===== src/rtl/aes_key_schedule.sv =====
// Byte-serial AES-128 key expansion: loads the cipher key bytewise and streams round keys 0..10.
// Optional replay of the stored cipher key: define AES_KEY_SCHEDULE_REPLAY_EN.
module aes_key_schedule (
    input  logic       clock,
    input  logic       reset,
    input  logic [7:0] key_in,
    input  logic       key_valid,
    output logic       key_ready,
    output logic [7:0] rk_byte,
    output logic       rk_valid,
    input  logic       rk_ready,
    output logic [3:0] rk_round,
    output logic       rk_last,
    output logic       done,
    input  logic       replay
);

    // Entry i lives at bits [(255-i)*8 +: 8], so the index is {~i, 3'b000}.
    localparam logic [2047:0] SBOX = {
        128'h637c777bf26b6fc53001672bfed7ab76, 128'hca82c97dfa5947f0add4a2af9ca472c0,
        128'hb7fd9326363ff7cc34a5e5f171d83115, 128'h04c723c31896059a071280e2eb27b275,
        128'h09832c1a1b6e5aa0523bd6b329e32f84, 128'h53d100ed20fcb15b6acbbe394a4c58cf,
        128'hd0efaafb434d338545f9027f503c9fa8, 128'h51a3408f929d38f5bcb6da2110fff3d2,
        128'hcd0c13ec5f974417c4a77e3d645d1973, 128'h60814fdc222a908846eeb814de5e0bdb,
        128'he0323a0a4906245cc2d3ac629195e479, 128'he7c8376d8dd54ea96c56f4ea657aae08,
        128'hba78252e1ca6b4c6e8dd741f4bbd8b8a, 128'h703eb5664803f60e613557b986c11d9e,
        128'he1f8981169d98e949b1e87e9ce5528df, 128'h8ca1890dbfe6426841992d0fb054bb16
    };

    typedef enum logic [1:0] {LOAD, EMIT, EXPAND} state_e;

    state_e       state_q, state_d;
    logic [127:0] key_q, key_d;
    logic [3:0]   cnt_q, cnt_d;
    logic [3:0]   round_q, round_d;
    logic [7:0]   rcon_q, rcon_d;
    logic [2:0]   e_q, e_d;
    logic [31:0]  temp_q, temp_d;
    logic [7:0]   sbox_in, sbox_q;
    logic         done_q, done_d;
    logic [31:0]  w0n, w1n, w2n, w3n;
    logic [7:0]   rcon_next;

`ifdef AES_KEY_SCHEDULE_REPLAY_EN
    logic [127:0] copy_q, copy_d;
`else
    logic unused_replay;
    assign unused_replay = replay;
`endif

    assign w0n = key_q[127:96] ^ temp_q ^ {rcon_q, 24'h0};
    assign w1n = key_q[95:64] ^ w0n;
    assign w2n = key_q[63:32] ^ w1n;
    assign w3n = key_q[31:0] ^ w2n;
    assign rcon_next = {rcon_q[6:0], 1'b0} ^ (rcon_q[7] ? 8'h1B : 8'h00);

    always_comb begin
        state_d = state_q;
        key_d   = key_q;
        cnt_d   = cnt_q;
        round_d = round_q;
        rcon_d  = rcon_q;
        e_d     = e_q;
        temp_d  = temp_q;
        done_d  = 1'b0;
        sbox_in = '0;
`ifdef AES_KEY_SCHEDULE_REPLAY_EN
        copy_d  = copy_q;
`endif
        case (state_q)
            LOAD: begin
                if (key_valid) begin
                    key_d[{~cnt_q, 3'b000} +: 8] = key_in;
`ifdef AES_KEY_SCHEDULE_REPLAY_EN
                    copy_d[{~cnt_q, 3'b000} +: 8] = key_in;
`endif
                    cnt_d = cnt_q + 4'd1;
                    if (cnt_q == 4'd15) begin
                        state_d = EMIT;
                        round_d = '0;
                        rcon_d  = 8'h01;
                    end
                end
`ifdef AES_KEY_SCHEDULE_REPLAY_EN
                // Replay wins over a coincident key byte and leaves the copy intact.
                if (replay) begin
                    key_d   = copy_q;
                    copy_d  = copy_q;
                    cnt_d   = '0;
                    round_d = '0;
                    rcon_d  = 8'h01;
                    state_d = EMIT;
                end
`endif
            end
            EMIT: begin
                if (rk_ready) begin
                    cnt_d = cnt_q + 4'd1;
                    if (cnt_q == 4'd15) begin
                        if (round_q == 4'd10) begin
                            state_d = LOAD;
                            done_d  = 1'b1;
                        end else begin
                            state_d = EXPAND;
                            e_d     = '0;
                        end
                    end
                end
            end
            EXPAND: begin
                e_d = e_q + 3'd1;
                // S-box output lags its input by one cycle, so temp byte e-1 lands at step e.
                case (e_q)
                    3'd0: sbox_in = key_q[23:16];
                    3'd1: begin
                        sbox_in       = key_q[15:8];
                        temp_d[31:24] = sbox_q;
                    end
                    3'd2: begin
                        sbox_in       = key_q[7:0];
                        temp_d[23:16] = sbox_q;
                    end
                    3'd3: begin
                        sbox_in      = key_q[31:24];
                        temp_d[15:8] = sbox_q;
                    end
                    3'd4: temp_d[7:0] = sbox_q;
                    default: begin
                        key_d   = {w0n, w1n, w2n, w3n};
                        round_d = round_q + 4'd1;
                        rcon_d  = rcon_next;
                        cnt_d   = '0;
                        state_d = EMIT;
                    end
                endcase
            end
            default: state_d = LOAD;
        endcase
    end

    always_ff @(posedge clock) begin
        if (reset) begin
            state_q <= LOAD;
            key_q   <= '0;
            cnt_q   <= '0;
            round_q <= '0;
            rcon_q  <= 8'h01;
            e_q     <= '0;
            temp_q  <= '0;
            sbox_q  <= '0;
            done_q  <= 1'b0;
`ifdef AES_KEY_SCHEDULE_REPLAY_EN
            copy_q  <= '0;
`endif
        end else begin
            state_q <= state_d;
            key_q   <= key_d;
            cnt_q   <= cnt_d;
            round_q <= round_d;
            rcon_q  <= rcon_d;
            e_q     <= e_d;
            temp_q  <= temp_d;
            sbox_q  <= SBOX[{~sbox_in, 3'b000} +: 8];
            done_q  <= done_d;
`ifdef AES_KEY_SCHEDULE_REPLAY_EN
            copy_q  <= copy_d;
`endif
        end
    end

    assign key_ready = (state_q == LOAD);
    assign rk_valid  = (state_q == EMIT);
    assign rk_byte   = rk_valid ? key_q[{~cnt_q, 3'b000} +: 8] : '0;
    assign rk_round  = rk_valid ? round_q : '0;
    assign rk_last   = rk_valid && (cnt_q == 4'd15);
    assign done      = done_q;

endmodule


===== config.mk =====
export PLATFORM = sky130hd
export DESIGN_NAME = aes_key_schedule
export DESIGN_NICKNAME = d
export VERILOG_FILES = /design/src/rtl/aes_key_schedule.sv
export SDC_FILE = /design/constraint.sdc
export NUM_CORES = 1
export LEC_CHECK = 0
export CORE_ASPECT_RATIO = 0.9
export CORE_MARGIN = 1.5
export CORE_UTILIZATION = 41
export DETAILED_ROUTE_END_ITERATION = 8
export PLACE_DENSITY = 0.6
export SLEW_MARGIN = 20
export SYNTH_ARGS = -nofsm -noshare
export SYNTH_HDL_FRONTEND = slang
export SYNTH_SLANG_ARGS = --single-unit

===== constraint.sdc =====
create_clock -name clock -period 5.1 [get_ports clock]
set_clock_uncertainty 0.05 [all_clocks]
set_input_delay 1.53 -clock clock [delete_from_list [all_inputs] [get_ports clock]]
set_output_delay 1.53 -clock clock [all_outputs]
set_load 0.02 [all_outputs]

==> reports/qor.csv <==
stage;metric;value;unit
worst_setup_path;WP data arrival;3.13;ns
clock_network;CTS tree;done;
grt;number of global-route vias before repair;14340;
worst_hold_path;hold crit path type;reg2reg;
clock_network;clk slew on worst S/H paths;0.08;ns
logic_synthesis;Yosys reg bits;190;
timing;Final Cycle Share;92.43;%
clock_network;clock latency on the worst-skew pair;0.46;ns
drt;Vias/cell;6.820;
cells_and_area;utilization after layout;46.01;%
logic_synthesis;share of async-settable or async-resettable flops after synthesis;0;%
grt;initial antenna violation count;2;
drt;DRC;0;
cells_and_area;area delta synth->final;10.31;%
clock_network;H-tree levels;4;
logic_synthesis;Synth Warn #;0;
grt;pin count of the biggest net entering global routing;79;
timing;final slew viol count;0;
drt;drt total wl;65660;µm
timing;min Tclk post-route;4.714;ns
grt;first-pass GRT wire length;96120;µm
drt;Top Metal Used;met4;
grt;GR Overflow Total;0;
timing;Fin Hold WS;0.4495;ns
placement;PortBufs;27;
logic_synthesis;sequential fraction of the synthesis area;26.73;%
timing;Max-slew headroom;26.73;%
drt;Metal-1 WL;27600;µm
logic_synthesis;Mapped Cells;1887;
floorplan;Core Area;34110;µm²
cells_and_area;Layout Nets;1896;
clock_network;Root Driver;clkbuf_16;
worst_setup_path;startpoint types;register;
floorplan;Die H;179.7;µm
cells_and_area;register area;3806;µm²
timing;RSZ-0062 raised after global routing;no;
floorplan;Row Count;64;
drt;Via Count;15950;
floorplan;I/O Pins;29;
drt;wire per inst;28.08;µm
logic_synthesis;Syn Std Cell Area;14230;µm²
clock_network;Post-CTS Resized;0;
timing;final setup TNS;0;ns
cells_and_area;multi-input logic area;9656;µm²
drt;DRT Pass-1 Iters;9;
cells_and_area;layout cell share with drive strength beyond 1;10.25;%
drt;DR iter-0 viols;2529;
cells_and_area;Filler cells;3476;
floorplan;initial core utilization;41.71;%
grt;total track usage;36.39;%
logic_synthesis;Synth Flop Type;dfxtp_1;
worst_setup_path;worst-path maximum fanout;13;
placement;gpl congestion;1.015;
placement;Post-DP HPWL;45870;µm
clock_network;post-CTS setup buffers;0;
logic_synthesis;Post-synth EDFFs;0;
job;maxcap violations;0;
floorplan;die area;35830;µm²
run_status;outcome;completed;
timing;Setup WS post-layout;0.3861;ns
pwr;P_leak;5.131;nW
clock_network;CTS Buffer Depth;2;
worst_setup_path;Critical Path RT;3.52;ns
logic_synthesis;Syn Area/Cell;7.540;µm²
placement;pre-CTS setup slack;0.7090;ns
timing;final setup vio count;0;
clock_network;CTS Hold Bufs;0;
logic_synthesis;Mapped Nets;1923;
logic_synthesis;Synth cell types;81;
drt;final antenna-violating net count;0;
floorplan;Die W;199.4;µm
pwr;Pwr Density;197.3;nW/µm²
clock_network;Clock Sinks;190;
timing;Tightest Pin Transition;1.088;ns
worst_setup_path;Crit Path Class;reg2out;
worst_setup_path;Worst Setup End Kind;output pin;
pwr;maximum vdd ir drop;0.0002271;V
timing;max frequency;212.1;MHz
clock_network;Inserted Clock Buffers;17;
drt;met3 WL post-DR;10670;µm
drt;met2 routed wirelength;25000;µm
timing;Final Hold Viols;0;
## state kept, by name, indices dropped and copies added, names as in the netlist
name and flops:
round_q 4, state_q 2, sbox_q 8, e_q 3, temp_q 32, key_q 128, done 1, rcon_q 8
cnt_q 4
## metrics by stage
stage / instance area [µm²] / power [W] / instances
global placement: 15110 / 0.001754 / 2303
CTS: 15690 / 0.003101 / 2335
global route: 15690 / 0.003184 / 2335
finish: 15700 / 0.003098 / 2338
floorplan: 14230 / 0.001674 / 1887
detailed placement: 15110 / 0.001756 / 2303
## cells by family (layout without fill, tap and decap cells)
logic type	Yosys count	in the layout	share of synthesized area, %
AO/OA/AOI/OAI	695	695	32.07
AND/OR/NAND/NOR	618	618	18.78
flip-flops	190	190	26.73
buffers and inverters	189	175	5.689
XOR/XNOR	114	114	7.017
multiplexers	58	58	7.686
adder cells (fa/ha/maj)	23	23	2.023
other	0	3	0
## where the power goes
part	internal, W	total, W	switching [W]
sequential	0.00149	0.00152	0.0000265
combinational	0.0000708	0.000213	0.000142
clock	0.000670	0.00137	0.000698
## worst max-delay path, stage by stage, from the launching register on
cell and delay [ns]:
dfxtp_2 0.55, buf_4 0.33, mux4_2 0.54, mux4_2 0.52, and2_1 0.19, clkdlybuf4s50_1 0.54
## area by class of cell
cell class	count	area share (%)
multi-input cells	1508	61.51
diodes	3	0.04783
inverters	30	0.7174
flip-flops and latches	190	24.25
well taps	462	3.683
repair buffers	113	6.082
clock buffers	19	2.822
clock inverters	13	0.8848
## cells in the mapped netlist, drive strengths merged, types with 9 or more instances
library cell | number | area share, %
a211oi | 25 | 1.4
a21oi | 157 | 5.6
a221oi | 11 | 0.68
a22oi | 61 | 3.3
a31oi | 13 | 0.57
a32o | 13 | 0.91
and2 | 13 | 0.57
and3 | 10 | 0.44
buf | 66 | 2.4
clkbuf | 93 | 2.5
dfxtp | 190 | 27
ha | 23 | 2.0
inv | 30 | 0.79
mux2i | 17 | 1.2
mux4 | 41 | 6.5
nand2 | 216 | 5.7
nand3 | 39 | 1.4
nand3b | 22 | 1.2
nor2 | 250 | 6.7
nor3 | 40 | 1.5
o211a | 13 | 0.91
o211ai | 37 | 2.0
o21a | 9 | 0.47
o21ai | 198 | 7.0
o221ai | 37 | 2.3
o22ai | 34 | 1.5
o32ai | 15 | 0.92
xnor2 | 81 | 5.0
xor2 | 33 | 2.0
## routing by layer
layer  track usage [%]  up-vias
li1                  -     6941
met1             53.86     7629
met2             47.14     1199
met3             14.17      176
met4             11.94        0
met5                 0        -
## layout by cell type, fill, tap and decap left out, types with 22 or more instances in the layout
cell type        count
a21oi_1            155
nand3_1             38
inv_1               29
o21ai_0            183
o22ai_1             34
xor2_1              33
o211ai_1            35
o221ai_1            37
mux4_2              41
clkdlybuf4s50_1     26
buf_4               83
a211oi_1            23
ha_1                23
nor2_1             247
a22oi_1             60
xnor2_1             81
nand2_1            214
nor3_1              37
nand3b_1            22
dfxtp_1            188
## final timing paths
path / slack (ns) / startpoint / depth (start not counted) / endpoint
worst max-delay path: 0.39 / cnt_q[0] / 5 / rk_byte[1]
worst min-delay path: 0.45 / temp_q[17] / 2 / temp_q[17]
worst max register to register: 0.39 / e_q[0] / 12 / sbox_q[2]
worst min register to register: 0.45 / temp_q[17] / 2 / temp_q[17]
Note: power is estimated with default switching activity, not from simulation.
